$ cat config.mk
export PLATFORM = sky130hd
export DESIGN_NAME = acq_trigger_ctrl
export DESIGN_NICKNAME = d
export VERILOG_FILES = /design/src/rtl/dso_pkg.sv /design/src/rtl/trig_edge_det.sv /design/src/rtl/acq_trigger_ctrl.sv
export SDC_FILE = /design/constraint.sdc
export NUM_CORES = 1
export LEC_CHECK = 0
export BUFFER_PORTS_ARGS = -buffer_cell sky130_fd_sc_hd__buf_2
export CAP_MARGIN = 30
export CORE_ASPECT_RATIO = 1.4
export CORE_MARGIN = 4
export CORE_UTILIZATION = 63
export CTS_BUF_LIST = sky130_fd_sc_hd__clkbuf_4 sky130_fd_sc_hd__clkbuf_8 sky130_fd_sc_hd__clkbuf_16
export DETAILED_ROUTE_END_ITERATION = 8
export HOLD_SLACK_MARGIN = 0.06
export PLACE_DENSITY_LB_ADDON = 0.25
export SYNTH_ARGS = -nofsm -noshare
export SYNTH_HDL_FRONTEND = slang
export SYNTH_HIERARCHICAL = 1
export SYNTH_SLANG_ARGS = --single-unit
$ cat constraint.sdc
create_clock -name clock -period 4.6 [get_ports clock]
set_input_delay 0.92 -clock clock [delete_from_list [all_inputs] [get_ports clock]]
set_output_delay 0.92 -clock clock [all_outputs]
set_load 0.02 [all_outputs]
$ cat src/rtl/dso_pkg.sv
// Shared types, depth constants and trigger-mode codes for the scope acquisition path.
package dso_pkg;

  typedef enum logic [2:0] {
    ST_IDLE     = 3'd0,
    ST_PRETRIG  = 3'd1,
    ST_ARMED    = 3'd2,
    ST_POSTTRIG = 3'd3,
    ST_HOLD     = 3'd4
  } acq_state_t;

  localparam logic [8:0] DEPTH_SINGLE = 9'd200;
  localparam logic [8:0] DEPTH_DOUBLE = 9'd400;

  localparam logic [1:0] MODE_NORMAL = 2'd0;
  localparam logic [1:0] MODE_AUTO   = 2'd1;
  localparam logic [1:0] MODE_SINGLE = 2'd2;

  function automatic logic [8:0] addr_inc(input logic [8:0] addr, input logic [8:0] depth);
    return (addr == depth - 9'd1) ? 9'd0 : addr + 9'd1;
  endfunction

  // Result is always below depth, so wrapping at 512 still yields the right value.
  function automatic logic [8:0] addr_sub(input logic [8:0] a, input logic [8:0] b,
                                          input logic [8:0] depth);
    return (a >= b) ? a - b : a + depth - b;
  endfunction

endpackage

$ cat src/rtl/trig_edge_det.sv
// Level-crossing detector: remembers the previous accepted sample and flags a crossing.
module trig_edge_det #(
  parameter int SMP_W = 8
) (
  input  logic             clock,
  input  logic             reset,
  input  logic             clear,
  input  logic             accept,
  input  logic [SMP_W-1:0] cur,
  input  logic [SMP_W-1:0] level,
  input  logic             rising,
  output logic             hit
);

  logic [SMP_W-1:0] prev;
  logic             prev_valid;

  always_ff @(posedge clock) begin
    if (reset || clear) begin
      prev       <= '0;
      prev_valid <= 1'b0;
    end else if (accept) begin
      prev       <= cur;
      prev_valid <= 1'b1;
    end
  end

  always_comb begin
    hit = 1'b0;
    if (prev_valid)
      hit = rising ? (prev < level && cur >= level) : (prev > level && cur <= level);
  end

endmodule

$ cat src/rtl/acq_trigger_ctrl.sv
// Acquisition sequencer: fills a circular sample RAM around a trigger and freezes the frame.
//   state    | meaning
//   IDLE     | stopped; depth latched on exit
//   PRETRIG  | filling the pre-trigger half
//   ARMED    | writing and looking for a trigger (or auto timeout)
//   POSTTRIG | writing the post-trigger part
//   HOLD     | frame frozen for the display
module acq_trigger_ctrl
  import dso_pkg::*;
#(
  parameter logic [15:0] AUTO_TIMEOUT = 16'd50000,
  parameter int          SMP_W        = 8
) (
  input  logic             clock,
  input  logic             reset,
  input  logic             smp_valid,
  input  logic [SMP_W-1:0] adc_data,
  input  logic             sample_type,
  input  logic [SMP_W-1:0] trig_level,
  input  logic             trig_edge,
  input  logic [1:0]       trig_mode,
  input  logic             run,
  input  logic             disp_done,
  output logic             wr_en,
  output logic [8:0]       wr_addr,
  output logic [8:0]       frame_start,
  output logic             frame_ready,
  output logic             trig_forced,
  output logic [2:0]       state
);

  acq_state_t  st;
  logic [8:0]  depth;
  logic [8:0]  pre;
  logic [8:0]  trig_addr;
  logic [15:0] smp_cnt;
  logic        single_done;
  logic        edge_hit;
  logic        capturing;
  logic        timeout;
  logic        clear_prev;
  logic [8:0]  next_addr;
  logic [8:0]  post_last;

  assign state      = st;
  assign capturing  = (st == ST_PRETRIG) || (st == ST_ARMED) || (st == ST_POSTTRIG);
  assign wr_en      = smp_valid && run && !reset && capturing;
  assign clear_prev = (st == ST_IDLE) || (st == ST_HOLD);
  assign next_addr  = addr_inc(wr_addr, depth);
  assign post_last  = depth - pre - 9'd2;
  assign timeout    = (trig_mode == MODE_AUTO) && (smp_cnt == AUTO_TIMEOUT - 16'd1);

  trig_edge_det #(.SMP_W(SMP_W)) u_edge (
    .clock  (clock),
    .reset  (reset),
    .clear  (clear_prev),
    .accept (wr_en),
    .cur    (adc_data),
    .level  (trig_level),
    .rising (trig_edge),
    .hit    (edge_hit)
  );

  always_ff @(posedge clock) begin
    if (reset) begin
      st          <= ST_IDLE;
      wr_addr     <= '0;
      frame_start <= '0;
      frame_ready <= 1'b0;
      trig_forced <= 1'b0;
      smp_cnt     <= '0;
      depth       <= DEPTH_SINGLE;
      pre         <= DEPTH_SINGLE >> 1;
      trig_addr   <= '0;
      single_done <= 1'b0;
    end else if (!run) begin
      st          <= ST_IDLE;
      frame_ready <= 1'b0;
      smp_cnt     <= '0;
      single_done <= 1'b0;
    end else begin
      case (st)
        ST_IDLE: begin
          // After a single-shot frame, wait for run to be toggled before re-arming.
          if (!single_done) begin
            st      <= ST_PRETRIG;
            depth   <= sample_type ? DEPTH_DOUBLE : DEPTH_SINGLE;
            pre     <= sample_type ? (DEPTH_DOUBLE >> 1) : (DEPTH_SINGLE >> 1);
            wr_addr <= '0;
            smp_cnt <= '0;
          end
        end
        ST_PRETRIG: begin
          if (smp_valid) begin
            wr_addr <= next_addr;
            if (smp_cnt == {7'd0, pre - 9'd1}) begin
              st      <= ST_ARMED;
              smp_cnt <= '0;
            end else begin
              smp_cnt <= smp_cnt + 16'd1;
            end
          end
        end
        ST_ARMED: begin
          if (smp_valid) begin
            wr_addr <= next_addr;
            if (edge_hit || timeout) begin
              st          <= ST_POSTTRIG;
              trig_addr   <= wr_addr;
              trig_forced <= !edge_hit;
              smp_cnt     <= '0;
            end else begin
              smp_cnt <= smp_cnt + 16'd1;
            end
          end
        end
        ST_POSTTRIG: begin
          if (smp_valid) begin
            wr_addr <= next_addr;
            if (smp_cnt == {7'd0, post_last}) begin
              st          <= ST_HOLD;
              frame_ready <= 1'b1;
              frame_start <= addr_sub(trig_addr, pre, depth);
              smp_cnt     <= '0;
            end else begin
              smp_cnt <= smp_cnt + 16'd1;
            end
          end
        end
        ST_HOLD: begin
          if (disp_done) begin
            frame_ready <= 1'b0;
            if (trig_mode == MODE_SINGLE) begin
              st          <= ST_IDLE;
              single_done <= 1'b1;
            end else begin
              st      <= ST_PRETRIG;
              wr_addr <= '0;
              smp_cnt <= '0;
            end
          end
        end
        default: st <= ST_IDLE;
      endcase
    end
  end

endmodule
Word level (Yosys, flattened, before mapping). Index checks and enable logic that the tools add are counted. W data, S select, Z words.

$add $sub $neg: 9. Magnitude comparators: 5. Eq/ne operators: 20. Mux-type cells: 35. Bitwise gates (word level): 2. Reductions and logical operators: 27.

Operators by type and width (number): $mux W16 (9); $pmux W16 S5 (1); $mux W9 (7); $eq A16 B9 Y1 (2); $pmux W9 S3 (1); $sub A9 B9 Y9 (3); $mux W3 (8); $sub A9 B1 Y9 const B (2); $add A16 B1 Y16 const B (1); $eq A16 B16 Y1 const B (1); $pmux W3 S5 (1); $ne A2 B2 Y1 const B (6); $reduce_and A4 Y1 (3); $add A9 B1 Y9 const B (1); $add A9 B9 Y9 (1); $eq A9 B9 Y1 (1); $ge A9 B9 Y1 (1); $sub A9 B2 Y9 const B (1); $ge A8 B8 Y1 (1); $gt A8 B8 Y1 (1); $le A8 B8 Y1 (1); $lt A8 B8 Y1 (1); $mux W8 (1); $ne A2 B1 Y1 const B (4); 21 further kinds (39).

Register bits: 76. Output and inout bits: 24. Logic and storage cells: 110.

Depth between registers and ports, before layout.
Word-level depth: 8. Depth in mapped cells: 12.

Modules after synthesis. Netlist, hierarchy kept.

By module, submodules not included: acq_trigger_ctrl (instances 1, cells an instance 383, area each 3250.6 um^2); trig_edge_det (instances 1, cells an instance 86, area each 730.7 um^2).

Least setup slack after synthesis. No wires, ideal clock.

Kind: input-to-reg. Start: in trig_level[7]. End: reg trig_addr[5]. Setup time: 0.128 ns. Data arrival time: 2.772 ns. Data required time: 4.472 ns. Path slack: 1.700 ns. Cell stages on the path: 12. Cell sequence: inv_1 -> ha_1 -> a21oi_1 -> o21ai_0 -> nor2b_1 -> a211o_1 -> o21ai_2 -> o21bai_2 -> nor3b_4 -> buf_6 -> mux2i_1 -> nor2_1.

Word-level cells in the longest chain between the ends: 6.

Ends and longest elaborated chain: from (decl) (line acq_trigger_ctrl.sv:19) `input logic [SMP_W-1:0] trig_level,`; $gt A8 B8 Y1, or another cell as far along (line trig_edge_det.sv:31) `hit = rising ? (prev < level && cur >= level) : (prev > level && cur <= level);`; $logic_and A1 B1 Y1 (line trig_edge_det.sv:31); $mux W1 (*) (line trig_edge_det.sv:31); $mux W1 (*) (line trig_edge_det.sv:30) `if (prev_valid)`; net edge_hit (line acq_trigger_ctrl.sv:38) `logic edge_hit;`; $logic_or A1 B1 Y1 (*) (line acq_trigger_ctrl.sv:107) `if (edge_hit || timeout) begin`; $reduce_and A4 Y1 (no source line) (*); to (signal assigned) (line acq_trigger_ctrl.sv:109) `trig_addr <= wr_addr;`; to (decl) (line acq_trigger_ctrl.sv:35) `logic [8:0] trig_addr;`.

Mark *: on every way through the listed nets, which the timed path passes. The rest lies on a longest branch. A chain may end at the register's enable or synchronous reset.

Final worst setup path.
Start: in run. End: out wr_en.

Word-level cells in the longest chain between the ends: 3.

Ends and longest elaborated chain: from (decl) (line acq_trigger_ctrl.sv:22) `input logic run,`; $logic_and A1 B1 Y1 (3 in a row) (line acq_trigger_ctrl.sv:47) `assign wr_en = smp_valid && run && !reset && capturing;`; to (decl) (line acq_trigger_ctrl.sv:24) `output logic wr_en,`.

Every way passes these cells.

==> summary.md <==
| Metric | Value |
|---|---|
| Die H | 102.1 um |
| Seq/Total Area, Yosys | 0.3017 |
| Area leader, netlist | dfxtp_1 |
| Total number of yosys warnings | 6 |
| Vias/cell | 5.753 |
| WP data required | 3.68 ns |
| DP HPWL | 6672 um |
| Post-synth top cells | nor2_1, dfxtp_1, ha_1, nand2_1, xnor2_1 |
| Die width | 75.19 um |
| Hold WS | 0.4595 ns |
| Count of final hold-check violations | 0 |
| Die area | 7673 um2 |
| Largest net degree at the start of global routing | 28 |
| Leak pwr | 1.793 nW |
| Number of buffers and inverters on the critical path | 3 |
| Net Count, Synth | 533 |
| Post-layout minimum cycle time | 3.328 ns |
| First-pass GRT wire length | 14630 um |
| Syn-to-layout area delta | 11.50% |
| Yosys reg bits | 60 |
| HP Class | reg2reg |
| Routed WL per cell | 15.07 um |
| Antenna Nets Post-Route | 0 |
| Final setup fails | 0 |
| Top-count cell post-synth | nor2_1 |
| Total routed wirelength | 8894 um |
| # H-tree levels | 3 |
| Unrepaired setup endpoints after global routing | no |
| CP max-delay cell | and3_1 |
| CTS tree | built |
| Total GRT Usage | 0.2453 |
| Max clock buf depth | 2 |
| Postcts setup bufs | 0 |
| # hold bufs at CTS | 0 |
| Layout filler cell count | 480 |
| Number of core rows | 34 |
| Syn Inst Count | 469 |
| Clk slew on worst S/H paths | 0.07 ns |
| Initial core utilization | 0.6454 |
| Nets | 577 |
| Port-buffer cells | 48 |
| Max-cap violations | 0 |
| Slew Limit Fails | 0 |
| Cell family with most CP delay | simple AND/OR/NAND/NOR gates |
| Worst path max stage delay | 0.58 ns |
| N_diodes | 0 |
| Crit-path max FO | 10 |
| CTS Buf Count | 9 |
| Post-synth top area share | 0.3017 |
| Area of the mapped netlist | 3981 um2 |
| Worst skew pair latency | 0.35 ns |
| Register area | 1201 um2 |
| Top-level port count | 49 |
| CP endpoint kind | primary output |
| Max Fclk | 300.5 MHz |
| Setup TNS Final | 0 ns |
| Max VDD drop | 0.1738 mV |
| CTS root buffer | clkbuf_8 |
| Post-synth EDFFs | 0 |
| Number of global-route vias before repair | 3246 |
| Critical path type | in2out |
| Status | finished clean |
| GRT overflow | 0 |
| Netlist cell types | 62 |
| Placeable Area | 6168 um2 |
| Multi-input gate area | 2599 um2 |
| DR vias | 3394 |
| PwrDens | 272.0 nW/um2 |
| Critical path cell sequence | buf_2 -> inv_1 -> nor2_1 -> and3_1 -> buf_2 |
| Drc violations | 0 |
| Worst Tran Pin Value | 0.8637 ns |
| Main synth FF type | dfxtp_1 |
| RePlAce Congestion | 0.9624 |
| Top post-synthesis cells by area | dfxtp_1, ha_1, nor2_1 |
| Post-synthesis area per instance | 8.489 um2 |
| DR pass1 iterations | 4 |
| Initial drt markers | 279 |
| Cts repair resizes | 0 |
| Initial antenna violation count | 0 |
| Max Clock Skew | 0.008886 ns |
| Final period utilization | 0.7235 |
| FFs w/ async S/R, synth | 0 |
| Relative slew slack | 0.4189 |
| CP dominant cell by count | buf_2 |
| Share of cells above drive strength 1 | 0.1622 |
| Arr. time, crit path | 2.41 ns |
| Sink Count | 60 |
| Critical path launch point type | input pin |
==> metrics by stage <==
| stage | worst slack, ns | power, mW | cells | utilization | cell area (um2) |
|---|---|---|---|---|---|
| after global placement | 1.238 | 0.7356 | 574 | 0.6878 | 4243 |
| after CTS | 1.259 | 1.214 | 590 | 0.7197 | 4439 |
| final | 1.272 | 1.207 | 590 | 0.7197 | 4439 |
| after detailed placement | 1.153 | 0.7406 | 574 | 0.6878 | 4243 |
| after floorplan | 1.700 | 0.6912 | 469 | - | 3981 |
| after global routing | 1.127 | 1.262 | 590 | 0.7197 | 4439 |
==> path summary, 6_finish.rpt <==
kind         slack, ns                          end                      from  cells after the start
min               0.46     frame_ready$_SDFFE_PP0P_  frame_ready$_SDFFE_PP0P_                      2
max reg2reg       1.41  frame_start[4]$_SDFFE_PP0P_       pre[3]$_SDFFE_PP0P_                      7
min reg2reg       0.46     frame_ready$_SDFFE_PP0P_  frame_ready$_SDFFE_PP0P_                      2
max               1.27                        wr_en                       run                      5
==> worst register-to-register path, cell delays in order (launching register included) <==
cell	delay (ns)
dfxtp_1	0.60
inv_1	0.29
ha_1	0.40
xnor3_1	0.23
or3b_2	0.49
nor4_1	0.68
o211ai_1	0.24
a21oi_1	0.19
==> metal layers <==
metal  track usage  part of all wire  vias up
met3       0.06201             0.045       23
met1        0.2868              0.41     1562
li1              -                 -     1732
met5             0                 0        -
met4        0.1131             0.033        0
met2        0.4141              0.51       77
==> sequential cells by signal (all words and copies together) (netlist names) <==
name	count
state	3
trig_addr	9
trig_forced	1
frame_start	9
pre	2
smp_cnt	16
wr_addr	9
frame_ready	1
single_done	1
u_edge/prev	8
u_edge/prev_valid	1
==> placed cells by master (no fill, tap or decap), drive strengths merged, types with 16 or more instances in the layout <==
cell / count
buf: 51
dfxtp: 60
xor2: 16
a21oi: 24
mux2i: 21
nor2: 71
inv: 24
ha: 37
xnor2: 27
nand2: 27
==> cells by family (layout without fill, tap and decap cells) <==
kind of cell,after synthesis,after routing,share of synthesized area
xor+xnor,44,44,0.1003
mux,21,21,0.05280
simple gates,189,189,0.2451
buf+inv,42,91,0.04557
compound gates,74,74,0.1282
flops,60,60,0.3017
fa+ha+maj,39,39,0.1263
==> area by class of cell <==
type                    count  share of cell area
multi-input cells         367              0.5854
inverters                  24             0.02029
repair buffers             51             0.05919
clock buffers              10             0.02959
clock inverters             6             0.01466
well taps                  72             0.02029
flip-flops and latches     60              0.2706
==> where the power goes <==
part           internal [mW]  switching (mW)  total [mW]
Combinational         0.0802           0.115       0.195
Sequential             0.525          0.0110       0.536
Clock                  0.256           0.221       0.477
No activity file was read; power rests on OpenSTA's default activity.
